### src/rtl/timer_cnt_core.sv
// Counting engine of the 8-bit timer: prescaler, load, up/down count, pause.
// Produces the live TCNT value and single-cycle overflow/underflow events
// that the register file turns into sticky status bits and the interrupt.
module timer_cnt_core #(
  parameter int CNT_W = 8,
  parameter int PSC_W = 3
) (
  input  logic             clk,
  input  logic             rst_n,
  input  logic             en,
  input  logic             load,
  input  logic [CNT_W-1:0] tdr,
  input  logic             up_dn,
  input  logic [1:0]       cks,
  output logic [CNT_W-1:0] tcnt,
  output logic             tick,
  output logic             ovf,
  output logic             udf
);

  localparam logic [CNT_W-1:0] CNT_MAX = {CNT_W{1'b1}};
  localparam logic [CNT_W-1:0] CNT_ONE = {{(CNT_W-1){1'b0}}, 1'b1};
  localparam logic [PSC_W-1:0] PSC_ONE = {{(PSC_W-1){1'b0}}, 1'b1};

  logic [PSC_W-1:0] psc_q, psc_d;
  logic [CNT_W-1:0] tcnt_q, tcnt_d;
  logic             ovf_q, ovf_d;
  logic             udf_q, udf_d;
  logic [PSC_W-1:0] mask;

  // Division mask: tick whenever the low prescaler bits are all ones.
  always_comb begin
    mask = '0;
    case (cks)
      2'b00:   mask = PSC_W'(0);
      2'b01:   mask = PSC_W'(1);
      2'b10:   mask = PSC_W'(3);
      default: mask = PSC_W'(7);
    endcase
  end

  // A load cycle never counts; it restarts the prescaler period instead.
  assign tick = en & ~load & ((psc_q & mask) == mask);

  // Next-state for prescaler, counter and wrap events (load > tick > hold).
  always_comb begin
    psc_d  = (!en || load) ? '0 : psc_q + PSC_ONE;
    tcnt_d = tcnt_q;
    ovf_d  = 1'b0;
    udf_d  = 1'b0;
    if (load) begin
      tcnt_d = tdr;
    end else if (tick && !up_dn) begin
      tcnt_d = tcnt_q + CNT_ONE;
      ovf_d  = (tcnt_q == CNT_MAX);
    end else if (tick && up_dn) begin
      tcnt_d = tcnt_q - CNT_ONE;
      udf_d  = (tcnt_q == '0);
    end
  end

  // State registers with asynchronous clear.
  always_ff @(posedge clk or negedge rst_n) begin
    if (!rst_n) begin
      psc_q  <= '0;
      tcnt_q <= '0;
      ovf_q  <= 1'b0;
      udf_q  <= 1'b0;
    end else begin
      psc_q  <= psc_d;
      tcnt_q <= tcnt_d;
      ovf_q  <= ovf_d;
      udf_q  <= udf_d;
    end
  end

  assign tcnt = tcnt_q;
  assign ovf  = ovf_q;
  assign udf  = udf_q;

endmodule

### config.mk
export PLATFORM = sky130hd
export DESIGN_NAME = timer_cnt_core
export DESIGN_NICKNAME = d
export VERILOG_FILES = /design/src/rtl/timer_cnt_core.sv
export SDC_FILE = /design/constraint.sdc
export NUM_CORES = 1
export LEC_CHECK = 0
export ABC_CLOCK_PERIOD_IN_PS = 3200
export CAP_MARGIN = 20
export CELL_PAD_IN_SITES_DETAIL_PLACEMENT = 0
export CELL_PAD_IN_SITES_GLOBAL_PLACEMENT = 1
export CORE_ASPECT_RATIO = 1.75
export CORE_MARGIN = 4
export CORE_UTILIZATION = 34
export DETAILED_ROUTE_END_ITERATION = 7
export PLACE_DENSITY_LB_ADDON = 0.3
export SKIP_LAST_GASP = 1
export SYNTH_ARGS = -nofsm -noshare
export SYNTH_HDL_FRONTEND = slang
export SYNTH_SLANG_ARGS = --single-unit
export TNS_END_PERCENT = 5
### constraint.sdc
create_clock -name clk -period 3.2 [get_ports clk]
set_clock_uncertainty 0.2 [all_clocks]
set_input_delay 0.32 -clock clk [delete_from_list [all_inputs] [get_ports clk]]
set_output_delay 0.32 -clock clk [all_outputs]
set_load 0.05 [all_outputs]
# Yosys cells after proc, flatten, opt, wreduce, memory -nomap -nowiden
# Index checks and enable logic that the tools add are counted.
[word_totals] register_bits=13 inputBits=15 out_inout_bits=11 elab_cells=33
[classes] n_addsub=3 eq_ne=4 muxes=10 n_bitwise=4 n_reduce_logical=8
[ops] cell="two-way mux 8 bit" n=3
[ops] cell="case mux 3 bit (3 select lines)" n=1
[ops] cell="adder 8 x 1 -> 8 bit (second input constant)" n=1
[ops] cell="== test 8 bit (second input constant)" n=1
[ops] cell="zero test 8 bit" n=1
[ops] cell="subtractor 8 x 1 -> 8 bit (second input constant)" n=1
[ops] cell="two-way mux 1 bit" n=5
[ops] cell="adder 3 x 1 -> 3 bit (second input constant)" n=1
[ops] cell="AND 3 bit" n=1
[ops] cell="== test 3 bit" n=1
[ops] cell="two-way mux 3 bit" n=1
[ops] cell="nonzero test 3 bit" n=1
[ops] cell="AND 1 bit" n=2
[ops] cell="== test 2 x 1 -> 1 bit (second input constant)" n=1
[ops] cell="== test 2 bit (second input constant)" n=1
[ops] cell="logical AND 1 bit" n=2
[ops] cell="zero test 1 bit" n=2
[ops] cell="zero test 2 bit" n=1
[ops] cell="logical OR 1 bit" n=1
[ops] cell="NOT 1 bit" n=1

# Longest topological paths before layout
[depth] word_depth=9 mapped_depth=12 ltp_nobuf=11

# Worst setup path after synthesis
# Ideal clock, no wire load.
[synth_timing] kind="input to register" from="input port en" to="register tcnt_q[6], in the netlist tcnt[6]" setup_ns=0.126 t_arrival_ns=2.334 required_time_ns=2.874 slack_ns=0.540 path_stages=12 path_buffers=1 cell_sequence="nor2b_1 > o21ai_1 > a21o_1 > buf_6 > inv_6 > nand2b_2 > fa_1 > a211oi_2 > o21bai_1 > a21oi_1 > xnor2_1 > a221o_1"
[synth_between] elab_chain_len=5 elab_cells_between_ends=7 cone_classes="mux (2); bitwise (2); reduce/logical (3)"
[synth_lines] element="start: declaration" line="10" text="input logic en,"
[synth_lines] element="AND 1 bit (*) (2 in a row)" line="43" text="assign tick = en & ~load & ((psc_q & mask) == mask);"
[synth_lines] element="named net tick" line="16" text="output logic tick,"
[synth_lines] element="logical AND 1 bit" line="53" text="end else if (tick && !up_dn) begin"
[synth_lines] element="two-way mux 8 bit" line="53"
[synth_lines] element="two-way mux 8 bit" line="51" text="if (load) begin"
[synth_lines] element="end signal: assignment" line="71" text="tcnt_q <= tcnt_d;"
[synth_lines] element="end: declaration" line="26" text="logic [CNT_W-1:0] tcnt_q, tcnt_d;"
# The timed path passes the listed nets; every way through them passes the cells marked *.
# A chain may end at the register's enable or synchronous reset.

# Worst setup path after layout
[layout_timing] from="input port en" to="register tcnt_q[7], in the netlist tcnt[7]"
[layout_between] elab_chain_len=5 elab_cells_between_ends=7 cone_classes="mux (2); bitwise (2); reduce/logical (3)"
[layout_lines] element="AND 1 bit (*) (2 in a row)" line="43"
[layout_lines] element="logical AND 1 bit" line="53"
[layout_lines] element="two-way mux 8 bit" line="53"
[layout_lines] element="two-way mux 8 bit" line="51"
# Every way passes the cells marked *; elsewhere a longest branch is shown, timed or not.

==> impl_metrics.tcl <==
set metrics [dict create \
    cts_resized 0 \
    tightest_slew_ns 0.582 \
    critPathKind "in -> reg" \
    vias 812 \
    crit_buf_inv 2 \
    die_area_um2 3510 \
    nNetsFinal 148 \
    finish.utilization 0.491 \
    critical_path_required_ns 3.18 \
    drtPass1Iterations 4 \
    clk_pin_slew_ns 0.05 \
    setup_violations 0 \
    cp-start-kind "input pin" \
    grt_pass1_wl_um 3630 \
    grt_max_degree 16 \
    hpwl_um 1810 \
    cts_hold_buffers 0 \
    num_rows 24 \
    yosysMostFrequentCell "dfrtp_1" \
    fmax_mhz 349 \
    period_minus_slack_ns 2.87 \
    dp_slack_ns 0.0909 \
    drv_slew 0 \
    synthArstFlopShare 1.00 \
    path_delay_family "compound AO/OA/AOI/OAI gates" \
    via_per_inst 5.45 \
    antenna_found_initial 0 \
    cp_cell_sequence "clkdlybuf4s50_1, nor2b_1, o21ai_1, a21o_1, inv_6, nand2b_2, ha_1, a21oi_1, a211oi_1, or3_1, a31oi_1, nand3b_1" \
    ys_ff_latch 13 \
    area_delta_synth_final_pct 38.5 \
    nFillCells 252 \
    hp-class "in -> async" \
    core-area_um2 2490 \
    drc 0 \
    cts_setup_buffers 0 \
    setup_tns_ns 0 \
    syn_nets 116 \
    final_cells 149 \
    slew_headroom 0.611 \
    cp_slowest_cell "clkdlybuf4s50_1" \
    drtIter0Drc 9 \
    wl_um 2240 \
    die_w_um 46.5 \
    holdWs_ns 0.252 \
    grt_use_total 0.144 \
    synth_edf_count 0 \
    cts_root_buf "clkbuf_8" \
    synthTopCellsByArea "dfrtp_1, ha_1, xnor2_1" \
    status "completed" \
    synth_common_cells "dfrtp_1, nand2_1, ha_1, nor2_1" \
    powerDensity_nw_per_um2 435 \
    postSynthCellCount 92 \
    die_h_um 75.4 \
    grt_pass1_vias 853 \
    n_antenna_cell 0 \
    synth_warnings 0 \
    yosysTopAreaCell "dfrtp_1" \
    gp_congestion 0.883 \
    portBuffers 25 \
    ios 26 \
    syn_area_um2 883 \
    clockBufferDepth 2 \
    avgSynthCellArea_um2 9.60 \
    numCtsBuffers 3 \
    peakVddDrop_mv 0.212 \
    fin_ws_ns 0.332 \
    path_max_fanout 7 \
    htreeDepth 1 \
    dp_cells 145 \
    cts_tree "built" \
    synth_top_cell_area_share 0.368 \
    clock_sinks 13 \
    clk-insertion-delay-late_ns 0.24 \
    hold_viol 0 \
    drtAntennaViolNets 0 \
    rsz0062_at_grt "no" \
    arrival_ns 2.84 \
    layout-drive-gt1-share 0.0976 \
    initial_core_util 0.354 \
    worstSetupEndpointType "register" \
    slowest_delay_ns 0.47 \
    ys_seq_area_frac 0.368 \
    fin_crit_sh 0.896 \
    synth_ff_type "dfrtp_1" \
    p_leak_nw 0.513 \
    drv_cap 0 \
    grt.overflow.total 0 \
    routedWlPerCell_um 15.0 \
    synth.distinct_cells 34 \
]
## metrics by stage
stage / total power [mW] / cell area (µm²)
2_1_floorplan: 0.323 / 883
3_3_place_gp: 0.390 / 1180
3_5_place_dp: 0.393 / 1180
4_1_cts: 0.538 / 1220
5_1_grt: 0.565 / 1220
6_report: 0.533 / 1220
## path summary, 6_finish.rpt
kind	startpoint	endpoint	slack [ns]	depth (start not counted)
max reg2reg	psc_q[2]$_DFF_PN0_	tcnt[7]$_DFFE_PN0P_	0.63	10
min	rst_n	tcnt[1]$_DFFE_PN0P_	0.25	1
max in group asynchronous	rst_n	tcnt[6]$_DFFE_PN0P_	2.17	1
min in group clk	psc_q[0]$_DFF_PN0_	psc_q[0]$_DFF_PN0_	0.28	1
min reg2reg	psc_q[0]$_DFF_PN0_	psc_q[0]$_DFF_PN0_	0.28	1
max	en	tcnt[7]$_DFFE_PN0P_	0.33	12
## cells in the final DEF (no fill, tap or decap), types with 2 or more instances in the layout
cell type,instances
a211oi_1,2
a21o_1,3
a21oi_1,4
a221o_1,4
and2_1,2
buf_4,5
clkbuf_8,3
clkdlybuf4s50_1,24
dfrtp_1,13
ha_1,8
nand2_1,9
nand2b_1,2
nand3_1,3
nor2_1,8
nor4_1,2
o21ai_0,6
xnor2_1,6
## power breakdown
group / internal (mW) / switching (mW)
combinational: 0.0849 / 0.107
sequential: 0.177 / 0.0196
clock: 0.0878 / 0.0560
## metal layers
layer  up-vias  part of all wire  track usage
met3         4             0.048       0.0118
met4         0             0.025       0.0981
met1       391              0.37        0.149
li1        399                 -            -
met5         -                 0            0
met2        18              0.56        0.261
## cells by family after synthesis
logic type      Yosys count  share of synthesized area
flops                    13                      0.368
xor+xnor                  6                     0.0595
simple gates             35                      0.204
compound gates           24                      0.190
buf+inv                   4                     0.0312
fa+ha+maj                 9                      0.136
mux                       1                     0.0113
## state kept, by name, summed over array words and instances (netlist names)
name / flops
ovf: 1
psc_q: 3
tcnt: 8
udf: 1
## layout make-up
class,instances,area (µm²),share of cell area
Sequential cell,13,325,0.266
Inverter,2,12.5,0.0102
Multi-Input combinational cell,75,531,0.434
Timing Repair Buffer,29,278,0.227
Tap cell,26,32.5,0.0266
Clock buffer,4,45.0,0.0368
No activity file was read; power rests on OpenSTA's default activity.
